### config.mk
export PLATFORM = sky130hd
export DESIGN_NAME = dvi_in_tlul_host
export DESIGN_NICKNAME = d
export VERILOG_FILES = /design/src/rtl/dvi_in_tlul_host.sv
export SDC_FILE = /design/constraint.sdc
export NUM_CORES = 1
export LEC_CHECK = 0
export ABC_CLOCK_PERIOD_IN_PS = 3360
export CORE_MARGIN = 1
export CORE_UTILIZATION = 46
export CTS_BUF_LIST = sky130_fd_sc_hd__clkbuf_2 sky130_fd_sc_hd__clkbuf_4 sky130_fd_sc_hd__clkbuf_8
export DETAILED_ROUTE_END_ITERATION = 8
export PLACE_DENSITY = 0.83
export SLEW_MARGIN = 20
export SYNTH_ARGS = -nofsm -noshare
export SYNTH_HDL_FRONTEND = slang
export SYNTH_HIERARCHICAL = 1
export SYNTH_SLANG_ARGS = --single-unit
### constraint.sdc
create_clock -name clk_i -period 3.36 [get_ports clk_i]
set_clock_uncertainty 0.1 [all_clocks]
set_input_delay 0.504 -clock clk_i [delete_from_list [all_inputs] [get_ports clk_i]]
set_output_delay 0.504 -clock clk_i [all_outputs]
set_load 0.01 [all_outputs]
### src/rtl/dvi_in_tlul_host.sv
// ============================================================================
// Module   : dvi_in_tlul_host
// Brief    : Single-outstanding TL-UL initiator turning cmd/rsp handshakes
//            into one A-channel request and its D-channel response.
// Revision : 1.0
// ============================================================================
`default_nettype none

package tlul_pkg;
    localparam logic [2:0] PutFullData    = 3'h0;
    localparam logic [2:0] PutPartialData = 3'h1;
    localparam logic [2:0] Get            = 3'h4;
    localparam logic [2:0] AccessAck      = 3'h0;
    localparam logic [2:0] AccessAckData  = 3'h1;

    typedef struct packed {
        logic [3:0] instr_type;
        logic [6:0] cmd_intg;
        logic [6:0] data_intg;
    } tl_a_user_t;

    typedef struct packed {
        logic        a_valid;
        logic [2:0]  a_opcode;
        logic [2:0]  a_param;
        logic [1:0]  a_size;
        logic [7:0]  a_source;
        logic [31:0] a_address;
        logic [3:0]  a_mask;
        logic [31:0] a_data;
        tl_a_user_t  a_user;
        logic        d_ready;
    } tl_h2d_t;

    typedef struct packed {
        logic        d_valid;
        logic [2:0]  d_opcode;
        logic [7:0]  d_source;
        logic [31:0] d_data;
        logic        d_error;
        logic        a_ready;
    } tl_d2h_t;
endpackage

// Fills a_user integrity with a fold parity of the command and data fields.
module tlul_cmd_intg_gen (
    input  tlul_pkg::tl_h2d_t tl_i,
    output tlul_pkg::tl_h2d_t tl_o
);
    logic [38:0] w_cmd;

    always_comb begin
        tl_o  = tl_i;
        w_cmd = {tl_i.a_opcode, tl_i.a_address, tl_i.a_mask};
        tl_o.a_user.cmd_intg  = '0;
        tl_o.a_user.data_intg = '0;
        for (int i = 0; i < 39; i++) begin
            tl_o.a_user.cmd_intg[3'(i % 7)] = tl_o.a_user.cmd_intg[3'(i % 7)] ^ w_cmd[i];
        end
        for (int i = 0; i < 32; i++) begin
            tl_o.a_user.data_intg[3'(i % 7)] = tl_o.a_user.data_intg[3'(i % 7)] ^ tl_i.a_data[i];
        end
    end
endmodule

module dvi_in_tlul_host #(
    parameter int          AW       = 32,
    parameter int          TimeoutW = 16,
    parameter logic [7:0]  SrcBase  = 8'h00
) (
    input  logic                clk_i,
    input  logic                rst_ni,
    input  logic                cmd_valid_i,
    output logic                cmd_ready_o,
    input  logic                cmd_write_i,
    input  logic [AW-1:0]       cmd_addr_i,
    input  logic [31:0]         cmd_wdata_i,
    input  logic [3:0]          cmd_mask_i,
    input  logic [TimeoutW-1:0] timeout_i,
    output logic                rsp_valid_o,
    input  logic                rsp_ready_i,
    output logic [31:0]         rsp_rdata_o,
    output logic                rsp_err_o,
    output logic                rsp_timeout_o,
    output logic                busy_o,
    output tlul_pkg::tl_h2d_t   tl_o,
    input  tlul_pkg::tl_d2h_t   tl_i
);
    typedef enum logic [1:0] {
        IDLE   = 2'd0,
        A_REQ  = 2'd1,
        D_WAIT = 2'd2,
        RESP   = 2'd3
    } state_e;

    state_e              r_state, w_state_next;
    logic                r_write;
    logic [AW-1:0]       r_addr;
    logic [31:0]         r_wdata;
    logic [3:0]          r_mask;
    logic [1:0]          r_src_cnt;
    logic [7:0]          r_src;
    logic [TimeoutW-1:0] r_tmo_cnt;
    logic [31:0]         r_rdata;
    logic                r_err;
    logic                r_timeout;
    logic                r_stale_vld;
    logic [7:0]          r_stale_src;
    logic                r_live;

    logic [7:0]          w_a_source;
    logic                w_a_hs;
    logic                w_d_stale;
    logic                w_d_take;
    logic                w_d_err;
    logic                w_tmo_hit;
    logic [2:0]          w_exp_op;
    tlul_pkg::tl_h2d_t   w_tl_raw;

    assign w_a_source = SrcBase | {6'b0, r_src_cnt};
    assign w_a_hs     = (r_state == A_REQ) && tl_i.a_ready;
    // A beat for the request that already timed out is swallowed in any state.
    assign w_d_stale  = tl_i.d_valid && r_stale_vld && (tl_i.d_source == r_stale_src);
    assign w_d_take   = (r_state == D_WAIT) && tl_i.d_valid && !w_d_stale;
    assign w_exp_op   = r_write ? tlul_pkg::AccessAck : tlul_pkg::AccessAckData;
    assign w_d_err    = tl_i.d_error || (tl_i.d_source != r_src) || (tl_i.d_opcode != w_exp_op);
    assign w_tmo_hit  = (r_state == D_WAIT) && !w_d_take && (timeout_i != '0) &&
                        (TimeoutW'(r_tmo_cnt + 1'b1) == timeout_i);

    always_comb begin
        w_state_next = r_state;
        case (r_state)
            IDLE:    if (cmd_valid_i) w_state_next = A_REQ;
            A_REQ:   if (w_a_hs) w_state_next = D_WAIT;
            D_WAIT:  if (w_d_take || w_tmo_hit) w_state_next = RESP;
            RESP:    if (rsp_ready_i) w_state_next = IDLE;
            default: w_state_next = IDLE;
        endcase
    end

    always_ff @(posedge clk_i or negedge rst_ni) begin
        if (!rst_ni) begin
            r_state     <= IDLE;
            r_write     <= 1'b0;
            r_addr      <= '0;
            r_wdata     <= '0;
            r_mask      <= '0;
            r_src_cnt   <= '0;
            r_src       <= '0;
            r_tmo_cnt   <= '0;
            r_rdata     <= '0;
            r_err       <= 1'b0;
            r_timeout   <= 1'b0;
            r_stale_vld <= 1'b0;
            r_stale_src <= '0;
            r_live      <= 1'b0;
        end else begin
            r_state <= w_state_next;
            r_live  <= 1'b1;
            if (r_state == IDLE && cmd_valid_i) begin
                r_write <= cmd_write_i;
                r_addr  <= cmd_addr_i;
                r_wdata <= cmd_wdata_i;
                r_mask  <= cmd_mask_i;
            end
            if (w_a_hs) begin
                r_src_cnt <= r_src_cnt + 2'd1;
                r_src     <= w_a_source;
                r_tmo_cnt <= '0;
            end else if (r_state == D_WAIT && !w_d_take) begin
                r_tmo_cnt <= r_tmo_cnt + 1'b1;
            end
            if (w_d_stale) begin
                r_stale_vld <= 1'b0;
            end
            if (w_d_take) begin
                r_rdata   <= (!r_write && !w_d_err) ? tl_i.d_data : 32'h0;
                r_err     <= w_d_err;
                r_timeout <= 1'b0;
            end else if (w_tmo_hit) begin
                r_rdata     <= 32'h0;
                r_err       <= 1'b1;
                r_timeout   <= 1'b1;
                r_stale_vld <= 1'b1;
                r_stale_src <= r_src;
            end
        end
    end

    always_comb begin
        w_tl_raw           = '0;
        w_tl_raw.a_valid   = (r_state == A_REQ);
        w_tl_raw.a_opcode  = !r_write ? tlul_pkg::Get :
                             (r_mask == 4'hF) ? tlul_pkg::PutFullData : tlul_pkg::PutPartialData;
        w_tl_raw.a_param   = 3'h0;
        w_tl_raw.a_size    = 2'd2;
        w_tl_raw.a_source  = w_a_source;
        w_tl_raw.a_address = 32'(r_addr) & ~32'h3;
        w_tl_raw.a_mask    = r_write ? r_mask : 4'hF;
        w_tl_raw.a_data    = r_write ? r_wdata : 32'h0;
        w_tl_raw.d_ready   = r_live;
    end

    tlul_cmd_intg_gen u_intg_gen (
        .tl_i (w_tl_raw),
        .tl_o (tl_o)
    );

    assign cmd_ready_o   = (r_state == IDLE);
    assign busy_o        = (r_state != IDLE);
    assign rsp_valid_o   = (r_state == RESP);
    assign rsp_rdata_o   = r_rdata;
    assign rsp_err_o     = r_err;
    assign rsp_timeout_o = r_timeout;

endmodule

`default_nettype wire
==> summary.md <==
| Metric | Value |
|---|---|
| Starting utilization of the core area | ~47% |
| Worst setup EP type | output pin |
| Number of core rows | 46 |
| Top Ports | ~280 |
| Smallest setup slack after layout | roughly 0.31 ns |
| Pre-antenna DRT Iters | 4 |
| Initial antenna violation count | 0 |
| Total congestion overflow after global routing | 0 |
| Power density over the cells | slightly below 800 mW/mm2 |
| Largest family of logic cells by synthesized area | buffers and inverters |
| Total number of vias | 5397 |
| Total of endpoints with negative setup slack in the final report | 0 |
| Register-to-Register Setup Slack | around 0.50 ns |
| Data required time at the worst endpoint | around 2.8 ns |
| Worst hold slack | about 0.39 ns |
| Cells on Worst Hold Path | 1 |
| Floorplan Core Area | between 0.015 and 0.02 mm2 |
| Main synth FF type | sky130_fd_sc_hd__dfrtp_1 |
| Simple-gate share of the synthesized area | between 10% and 20% |
| Full die area | 0.0167 mm2 |
| Endpoint arrival time on the critical path | around 2.4 ns |
| Worst slack at placement | around 0.22 ns |
| Count of warnings emitted by yosys | 6 |
| EDFF count, synth | 0 |
| Routed Antenna Nets | 0 |
| Number of buffers created by CTS | 17 |
| Setup TNS Final | 0 ns |
| Highest Clock Rate | around 0.33 GHz |
| Die Span Y | 129 um |
| Number of clock sinks seen by CTS | around 130 |
| Status | finished, final reports clean |
| Largest net degree at the start of global routing | 68 |
| Area fraction in compound gates after synthesis | about 8.5% |
| Critical path launch point type | flop |
| Length in cells of the worst reg-to-reg path | 8 |
| Transition time at the pin with the least slew margin | approximately 0.65 ns |
| Gate count of the mapped netlist | 690 |
| Count of buffers from port buffering | about 250 |
| Worst-Skew Late Latency | 0.43 ns |
| Share of post-route cells with drive strength above 1 | ~18% |
| Average detailed-routed wire length per instance | roughly 16 um |
| Multiplexer share of the synthesized area | between 10 and 15% |
| Crit-path max FO | 31 |
| Share of flip-flops with an asynchronous set or reset after synthesis | 100% |
| Syn_area_per_cell | ~11 um2 |
| Unrepaired setup endpoints after global routing | no |
| Time the final worst path needs with I/O delays and setup | 3.05 ns |
| Final worst path period share | around 91% |
| First-iteration detailed-routing DRC count | 232 |
| Highest-count cells in the layout ignoring fill and taps | sky130_fd_sc_hd__clkdlybuf4s50_1, sky130_fd_sc_hd__dfrtp_1, sky130_fd_sc_hd__mux2_2 |
| Share of synthesized cell area in full adder, half adder and majority cells | less than 1% |
| Commonest non-fill, non-tap cell in the layout | sky130_fd_sc_hd__clkdlybuf4s50_1 |
| Seq/Total Area, Yosys | 42.7% |
| Path category of the worst min-delay check | reg -> reg |
| Final total power | a little under 8 mW |
| Final Hold Violating Endpoints | 0 |
| Routability Congestion | about 0.90 |
| Top-area cell type share of the netlist area | approximately 43% |
| Cell type contributing the most total cell area after synthesis | sky130_fd_sc_hd__dfrtp_1 |
| Global-route usage over all layers | about a fifth |
| Post-synthesis share of cell area spent on xor and xnor gates | under 10% |
| Global-route wire length before repair | approximately 27000 um |
| VDD IR max | 0.637 mV |
| Top cells by area, synth | sky130_fd_sc_hd__dfrtp_1, sky130_fd_sc_hd__mux2_2, sky130_fd_sc_hd__buf_4 |
| Clock transition at the register clock pins on the worst setup and hold paths after CTS | approximately 0.080 ns |
| Start point of the worst hold path | r_src_cnt[0]$_DFFE_PN0P_ |
| Number of max-capacitance violations reported | 0 |
| Worst Hold Endpoint | r_src_cnt[0]$_DFFE_PN0P_ |
| CTS max path bufs | 2 |
| CTS Root Buffer Type | sky130_fd_sc_hd__clkbuf_8 |
| Critical path class | reg -> out |
| Cell variety after synth | a little under 60 |
| Total Wirelength | ~17000 um |
| Worst reg2reg startpoint | r_tmo_cnt[0]$_DFFE_PN0P_ |
| Leakage power figure | between 4 and 5 nW |
| Synthesized area | approximately 0.0074 mm2 |
| Detailed-route vias per instance | 4.92 |
| TritonCTS clock tree | done |
| DIE WIDTH | 129 um |
| Max H-tree Level | 4 |
| Filler cell count in the final layout | between 1000 and 1500 |
| Max-Slew Margin vs Limit | a little under three fifths |
| Half-perimeter wire length after detailed placement | 12900 um |
| Gates resized, CTS repair | 0 |
| DRC violations left | 0 |
| R2r endpoint | rsp_rdata_o[31]$_DFFE_PN0P_ |
| Final count of pins violating max slew | 0 |
| Flip-flop and latch count after synthesis | about 130 |
| Via count of the first global-routing pass | around 5300 |
| Post-synthesis to final-layout area growth | 33.7% |
| Number of nets in the layout | slightly above 1000 |
Yosys cell counts (all sizes together) (4+ instances only):
cell type	number
xnor3	8
clkbuf	20
nand3	9
buf	109
xor2	14
nand2	46
and2	34
o31ai	34
mux2	70
nor4	15
nand2b	7
xnor2	43
nor3	12
inv	44
dfrtp	127
or4	4
nand4	7
o21ai	9
ha	5
nor2	28
flip-flops by register name (all words and copies together), names as in the netlist:
name	count
r_stale_vld	1
r_addr	30
rsp_timeout_o	1
r_src	2
r_live	1
r_stale_src	2
rsp_err_o	1
r_mask	4
rsp_rdata_o	32
r_src_cnt	2
r_write	1
r_wdata	32
r_state	2
r_tmo_cnt	16
power by group:
part / internal, mW / switching (mW) / total, mW
Clock: 0.746 / 0.653 / 1.40
Combinational: 2.52 / 1.61 / 4.13
Sequential: 2.01 / 0.319 / 2.33
through the flow:
| step | utilization [%] | instances | area, um2 |
|---|---|---|---|
| after floorplan | - | 713 | 7540 |
| after global placement | 60.2 | 1063 | 9530 |
| after detailed placement | 60.2 | 1063 | 9530 |
| after CTS | 62.9 | 1096 | 9960 |
| after global routing | 62.9 | 1096 | 9960 |
| final | 62.9 | 1097 | 9960 |
kinds of logic after synthesis:
group,Yosys count
AOI/OAI and AO/OA,65
buffers and inverters,173
xor gates and xnor gates,65
muxes,71
other,3
adders and majority gates,5
DFF,127
and+or+nand+nor,181
worst max-delay path: stages (launching register included):
cell,delay (ns)
sky130_fd_sc_hd__dfrtp_1,0.35
sky130_fd_sc_hd__buf_4,0.28
sky130_fd_sc_hd__and2_1,0.21
sky130_fd_sc_hd__xnor3_1,0.42
sky130_fd_sc_hd__xnor2_1,0.17
sky130_fd_sc_hd__clkdlybuf4s50_1,0.57
per-layer routing:
| metal | wire [um] | part of all wire, % | GRT usage (%) | vias up |
|---|---|---|---|---|
| li1 | - | - | - | 2559 |
| met1 | 7280 | 42 | 26.1 | 2637 |
| met2 | 8720 | 51 | 35.4 | 178 |
| met3 | 916 | 5.3 | 4.17 | 23 |
| met4 | 276 | 1.6 | 8.44 | 0 |
| met5 | 0 | 0 | 0 | - |
how the worst max path moves through the flow:
| stage | slack [ns] | end | startpoint |
|---|---|---|---|
| floorplan | 0.80 | r_stale_src[0]$_DFFE_PN0P_ | tl_i[37] |
| global placement | 0.31 | rsp_rdata_o[0]$_DFFE_PN0P_ | tl_i[37] |
| detailed placement | 0.22 | rsp_rdata_o[31]$_DFFE_PN0P_ | tl_i[37] |
| CTS | 0.25 | tl_o[4] | r_write$_DFFE_PN0P_ |
| global route | 0.18 | tl_o[4] | r_write$_DFFE_PN0P_ |
| finish | 0.31 | tl_o[4] | r_write$_DFFE_PN0P_ |
final cells by class:
type                    count  area, um2  share of cell area [%]
multi-input cells         413       3290                    33.1
flip-flops and latches    127       3180                    31.9
repair buffers            264       2630                    26.4
well taps                 216        270                    2.71
clock buffers              17        234                    2.35
clock inverters            15        184                    1.85
inverters                  44        165                    1.66
diodes                      1       2.50                  0.0251
repair_timing:
item | in CTS | in global routing
hold endpoints to repair | 38 | 0
hold buffers | 1 | 0
setup buffers | 0 | 0
Note: power is estimated with default switching activity, not from simulation.
